<file path="config.mk">
export PLATFORM = sky130hd
export DESIGN_NAME = grf_wport_arbiter
export DESIGN_NICKNAME = d
export VERILOG_FILES = /design/src/rtl/grf_wport_arbiter.sv
export SDC_FILE = /design/constraint.sdc
export NUM_CORES = 1
export LEC_CHECK = 0
export ABC_AREA = 1
export CORE_MARGIN = 4
export CORE_UTILIZATION = 55
export CTS_CLUSTER_DIAMETER = 30
export DETAILED_ROUTE_END_ITERATION = 8
export HOLD_SLACK_MARGIN = 0.12
export PLACE_DENSITY = 0.9
export REMOVE_ABC_BUFFERS = 1
export SLEW_MARGIN = 20
export SYNTH_ARGS = -nofsm -noshare
export SYNTH_HDL_FRONTEND = slang
export SYNTH_SLANG_ARGS = --single-unit
</file>
<file path="constraint.sdc">
create_clock -name Clk -period 2.4 [get_ports Clk]
set_input_delay 0.24 -clock Clk [delete_from_list [all_inputs] [get_ports Clk]]
set_output_delay 0.24 -clock Clk [all_outputs]
set_load 0.01 [all_outputs]
</file>
<file path="src/rtl/grf_wport_arbiter.sv">
// grf_wport_arbiter
//   Shares the single GRF write port between two sources:
//   - pipeline writeback (WB), which normally has priority;
//   - the multicycle mul/div unit (MD), whose results wait in a small FIFO.
//   If the FIFO head loses to WB for MAX_WAIT cycles in a row, WB is stalled
//   for one cycle so the head can drain. Decode gets a combinational hazard
//   flag for any register that still has a pending write.
//
// Ports
//   Clk                 clock, all state on posedge
//   Reset               synchronous active-low reset
//   WB_Valid/RD/Data    writeback request (held by the pipeline while WB_Stall)
//   WB_Stall            1 = WB request not consumed this cycle
//   MD_Valid/RD/Data    mul/div result, transferred when MD_Valid & MD_Ready
//   MD_Ready            1 = FIFO can accept an MD result
//   RS1, RS2            decode read addresses
//   Hazard1, Hazard2    pending write to RS1 / RS2 (never for x0)
//   RegWrite, RD, WData registered GRF write port
module grf_wport_arbiter #(
  parameter int DEPTH    = 4,
  parameter int MAX_WAIT = 8,
  parameter int DW       = 32
) (
  input  logic          Clk,
  input  logic          Reset,
  input  logic          WB_Valid,
  input  logic [4:0]    WB_RD,
  input  logic [DW-1:0] WB_Data,
  output logic          WB_Stall,
  input  logic          MD_Valid,
  input  logic [4:0]    MD_RD,
  input  logic [DW-1:0] MD_Data,
  output logic          MD_Ready,
  input  logic [4:0]    RS1,
  input  logic [4:0]    RS2,
  output logic          Hazard1,
  output logic          Hazard2,
  output logic          RegWrite,
  output logic [4:0]    RD,
  output logic [DW-1:0] WData
);

  localparam int PW = $clog2(DEPTH);
  localparam int AW = $clog2(MAX_WAIT + 1);
  localparam logic [PW:0]   CNT_FULL = DEPTH[PW:0];
  localparam logic [PW:0]   CNT_ONE  = 1;
  localparam logic [PW-1:0] PTR_ONE  = 1;
  localparam logic [AW-1:0] AGE_MAX  = MAX_WAIT[AW-1:0];
  localparam logic [AW-1:0] AGE_ONE  = 1;

  // FIFO storage; valid_q is only ever set on occupied slots, so it doubles
  // as the "pending write" mask used by the hazard check.
  logic [DEPTH-1:0] valid_q;
  logic [4:0]       rd_q   [DEPTH];
  logic [DW-1:0]    data_q [DEPTH];
  logic [PW-1:0]    wrPtr_q, rdPtr_q;
  logic [PW:0]      count_q;
  logic [AW-1:0]    age_q, age_d;

  logic          regWrite_q, regWrite_d;
  logic [4:0]    rdOut_q, rdOut_d;
  logic [DW-1:0] wData_q, wData_d;

  logic empty, full, stall, wbGrant, pop, push, pushValid;
  logic hit1, hit2;

  assign empty = (count_q == '0);
  assign full  = (count_q == CNT_FULL);

  // Stall only ever happens with a non-empty FIFO (age is 0 when empty),
  // so the stall cycle always has a head to pop.
  assign stall    = Reset && (age_q == AGE_MAX);
  assign WB_Stall = stall;
  assign MD_Ready = Reset && !full;

  assign wbGrant   = !stall && WB_Valid && (WB_RD != 5'd0);
  assign pop       = !empty && !wbGrant;
  assign push      = MD_Valid && MD_Ready && (MD_RD != 5'd0);
  // A same-cycle WB to the same register supersedes the incoming MD result.
  assign pushValid = !(wbGrant && (MD_RD == WB_RD));

  always_comb begin
    regWrite_d = 1'b0;
    rdOut_d    = 5'd0;
    wData_d    = '0;
    if (wbGrant) begin
      regWrite_d = 1'b1;
      rdOut_d    = WB_RD;
      wData_d    = WB_Data;
    end else if (pop && valid_q[rdPtr_q]) begin
      regWrite_d = 1'b1;
      rdOut_d    = rd_q[rdPtr_q];
      wData_d    = data_q[rdPtr_q];
    end
  end

  always_comb begin
    age_d = age_q;
    if (empty || pop) begin
      age_d = '0;
    end else if (age_q != AGE_MAX) begin
      age_d = age_q + AGE_ONE;
    end
  end

  always_comb begin
    hit1 = 1'b0;
    hit2 = 1'b0;
    for (int i = 0; i < DEPTH; i++) begin
      if (valid_q[i] && (rd_q[i] == RS1)) hit1 = 1'b1;
      if (valid_q[i] && (rd_q[i] == RS2)) hit2 = 1'b1;
    end
  end

  assign Hazard1 = (RS1 != 5'd0) && (hit1 || (regWrite_q && (rdOut_q == RS1)));
  assign Hazard2 = (RS2 != 5'd0) && (hit2 || (regWrite_q && (rdOut_q == RS2)));

  // Later assignments to valid_q win: WB supersede, then pop clear, then push.
  // Push and pop never target the same slot (push needs !full, pop !empty).
  always_ff @(posedge Clk) begin
    if (!Reset) begin
      valid_q    <= '0;
      wrPtr_q    <= '0;
      rdPtr_q    <= '0;
      count_q    <= '0;
      age_q      <= '0;
      regWrite_q <= 1'b0;
      rdOut_q    <= 5'd0;
      wData_q    <= '0;
    end else begin
      for (int i = 0; i < DEPTH; i++) begin
        if (wbGrant && (rd_q[i] == WB_RD)) valid_q[i] <= 1'b0;
      end
      if (pop) begin
        valid_q[rdPtr_q] <= 1'b0;
        rdPtr_q          <= rdPtr_q + PTR_ONE;
      end
      if (push) begin
        valid_q[wrPtr_q] <= pushValid;
        rd_q[wrPtr_q]    <= MD_RD;
        data_q[wrPtr_q]  <= MD_Data;
        wrPtr_q          <= wrPtr_q + PTR_ONE;
      end
      if (push && !pop)      count_q <= count_q + CNT_ONE;
      else if (pop && !push) count_q <= count_q - CNT_ONE;
      age_q      <= age_d;
      regWrite_q <= regWrite_d;
      rdOut_q    <= rdOut_d;
      wData_q    <= wData_d;
    end
  end

  assign RegWrite = regWrite_q;
  assign RD       = rdOut_q;
  assign WData    = wData_q;

endmodule

</file>
==> run summary <==
The run finished with clean final reports. At the end of routability-driven placement, the weighted congestion stood at 0.946. In the final layout, the share of cells above drive strength 1 is 12.0%. The synthesized design contains 203 register bits. The cell area after technology mapping is 8990 um2. Derived from the worst setup path, the maximum achievable clock frequency is 441 MHz.

Summing the sequential cell areas from Yosys gives 61.7% of the chip area. For this block, the routed nets add up to 26.3 mm of wire. Cells fill between 70% and 80% of the core in the end. The clock network power share came out at roughly two fifths.

Relative to the synthesized area, the layout overhead comes to 30.8%. The H-tree depth is 1. The number of clock sinks is 203.

The leftover overflow at the end of global routing came out at 0. The power share of the combinational group is 22.2%. The initial antenna violation count came out at 0. The cell type with the highest occurrence count on the critical path is nor2_1. In the final routed layout, each cell accounts on average for ~20 um. The worst vdd rail ir drop is about 670 uV.

For the worst setup path, the data required time is about 2.2 ns. The core region area is 15,900 um2. The worst slew margin relative to its limit is 39.0%. The setup violation total in the final timing report is 0. After routing the design area is 11,800 um2. The number of cells in the design after placement is 1,263.

The antenna violation net count after detailed routing came out at 0. The transition time at the pin with the least slew margin came out at 0.914 ns. The first-iteration detailed-routing DRC count is 1,177.

The chip height came out at approximately 140 um. The CTS clock-pin slew for the worst setup and hold paths is 0.06 ns. Averaged over all synthesized cells, the footprint is 9.73 um2. The die covers about 18,000 um2.

Entering global routing, the biggest net connects 55 pins. The cell row count came out at between 40 and 50. The fraction of the cycle the final worst path needs is 94.5%.

The final antenna diode count came out at 0. The switching power share of the total came out at between 30% and 40%. The per-cell via count in the routed design is 5.80. The worst hold path belongs to the class input port to flop. The number of nets at the end of the flow is roughly 1.2k. The CTS buffer count came out at 30. The final instance count without filler cells came out at 1,330. Synthesis produced 924 cells. The count of vias placed by the detailed router came out at 7,717. The analysis attributes to cell leakage a power of roughly 4.7 nW.

The area fraction of the dominant cell type after synthesis came out at between 40% and 50%. Across the run, the number of max-cap violations was 0. The maximum single-stage delay on the critical path came out at 0.48 ns. The worst endpoint data arrival time came out at 2.03 ns. The power spent charging and discharging nets is between 3 and 4 mW. The count of final hold-check violations came to 0. The number of cells on the worst hold path came out at 4. The dominant cell type by area after synthesis is edfxtp_1. The total placed instance area came out at approximately 11,000 um2. The sort of element at the start of the critical path is a flop. On the final layout, the worst clock skew is 0.0199 ns.

The count of port buffers added during placement is 129. Ranked by total cell area, the synthesized netlist is headed by edfxtp_1 (49%), dfxtp_1 (12%), nand2_1 (7.7%). The clock tree from TritonCTS is yes. The worst hold margin is approximately 0.19 ns.

The worst path in the final design needs a cycle of 2.27 ns, including I/O delays and setup. Total power for the finished layout comes to ~11 mW. The effective utilization at floorplan is 56.4%. The worst hold path begins at Reset. The worst setup path is of the flop to output port kind. The origin of the critical flop-to-flop path is age_q[0]$_SDFFE_PP0P_. The sum of negative setup slack came out at 0 ns. The via count of the first global-routing pass came to 7,733. Among all stages on the critical path, the largest delay is contributed by edfxtp_1. The count of cell types in the netlist is 30. The detailed-router iteration count before antenna repair is 6. The root buffer cell chosen for the clock tree is clkbuf_16.

The die is around 140 um wide. The biggest fanout along the worst timing path is 4. The power per standard cell area is ~930 nW/um2. The Yosys warning count came out at 0. Setup repair after global routing left no endpoint under its margin.

The worst reg-to-reg path cell count came out at 13. The global routing usage summed across all routing layers came out at approximately 29%. The first global-routing pass estimated 41.0 mm of wire.

Internal power comes to approximately 7.5 mW. The number of design rule violations left after detail routing came out at 0. Traced cell by cell, the critical path runs through inv_2 -> nor2_1 -> nor3_1 -> nand3_1 -> nand3_1 -> nor2_1 -> nor2_1 -> clkdlybuf4s15_1. The final max-slew violation count came out at 0.

For the worst-skew pair, the clock arrives at the later sink with an insertion delay of 0.55 ns. The pre-CTS setup slack is -0.0680 ns. The final worst setup slack came out at about 0.13 ns. The worst setup path is captured at an output port. The I/O pin total came out at 130. The most critical setup path has its startpoint at rd_q[1][1]$_DFFE_PP_. Sequential cells burn 38.5% of the power. The total half-perimeter wirelength after legalization and detailed placement came out at 15.5 mm. The maximum root-to-sink buffer count came out at 3.
## logic make-up (layout without fill, tap and decap cells)
group	count (synthesis)	after routing	share of synthesized area, %
AO/OA/AOI/OAI	164	164	9.74
XOR/XNOR	19	19	1.85
adder cells (fa/ha/maj)	12	12	1.75
buffers and inverters	108	298	5.22
flip-flops	203	203	61.7
AND/OR/NAND/NOR	418	418	19.7
## worst max-delay path, delay by kind of cell, from the launching register on
| family | cells | cell delay (ns) |
|---|---|---|
| and+or+nand+nor | 6 | 0.61 |
| buffers and inverters | 2 | 0.40 |
| DFF | 1 | 0.48 |
## placed cells by master, fill, tap and decap left out, types with 2 or more instances in the layout
cell               n
inv_8              5
nor2_2             2
nor3_2             2
nand2_1          185
inv_1             52
inv_2             12
bufinv_16          2
dfxtp_1           54
clkinv_1           2
nand3_1           58
clkinv_2           5
nor2_1           141
o21ai_1            3
xor2_1             9
inv_6              3
clkbuf_1           4
clkinv_8           2
clkdlybuf4s50_1  126
xnor2_1           10
clkinv_4           2
nor3_1             9
o21ai_0          100
ha_1              11
edfxtp_1         148
o22ai_1           38
clkinvlp_4         2
nand3_2           11
buf_12             4
clkbuf_16         30
a21oi_1           21
nand4_1            6
buf_4             44
## cell usage after synthesis, drive strengths merged
master  instances
nand2         186
edfxtp        148
nor2          144
o21ai         103
nand3          70
inv            64
dfxtp          55
o22ai          38
a21oi          23
buf            23
clkbuf         20
ha             11
nor3           11
xnor2          10
xor2            9
nand4           7
clkinv          1
fa              1
## routing by layer
layer  vias to the layer above  share of wire, %  global-route usage, %
met5                         -                 0                      0
met4                         0               5.3                   16.0
met3                       129               9.6                   4.85
met2                       513                50                   49.4
met1                      3577                35                   34.0
li1                       3498                 -                      -
## sequential cells by signal, indices dropped and copies added, names as in the netlist, named ones only
name	count
rd_q	20
WData	32
count_q	3
data_q	128
RegWrite	1
wrPtr_q	2
age_q	4
valid_q	4
rdPtr_q	2
RD	5
## repair_timing
action                                  4_1_cts  5_1_grt
hold buffers                                  0        0
gates cloned                                  0        0
resized for setup                             8        5
buffers inserted                              9        2
endpoints found under the setup margin        2        2
## path summary, 6_finish.rpt
path / endpoint / slack [ns]
max: Hazard2 / 0.13
min: count_q[0]$_SDFFE_PN0P_ / 0.19
min reg2reg: count_q[1]$_SDFFE_PN0P_ / 0.50
max reg2reg: count_q[2]$_SDFFE_PN0P_ / 0.24
## layout make-up
class,instances,area (um2)
tap,216,270
clock inverter,22,236
inverter,65,244
multi-input combinational,613,3000
fill,1004,4190
sequential,203,5550
clock buffer,34,766
timing repair buffer,177,1700
## power by group through the flow
stage | Clock, mW | Combinational [mW] | Sequential, mW
3_3_place_gp | 0 | 2.18 | 4.23
5_1_grt | 4.48 | 2.59 | 4.20
2_1_floorplan | 0 | 1.16 | 4.33
6_report | 4.28 | 2.42 | 4.18
3_5_place_dp | 0 | 2.27 | 4.24
4_1_cts | 4.30 | 2.36 | 4.18
No activity file was read; power rests on OpenSTA's default activity.
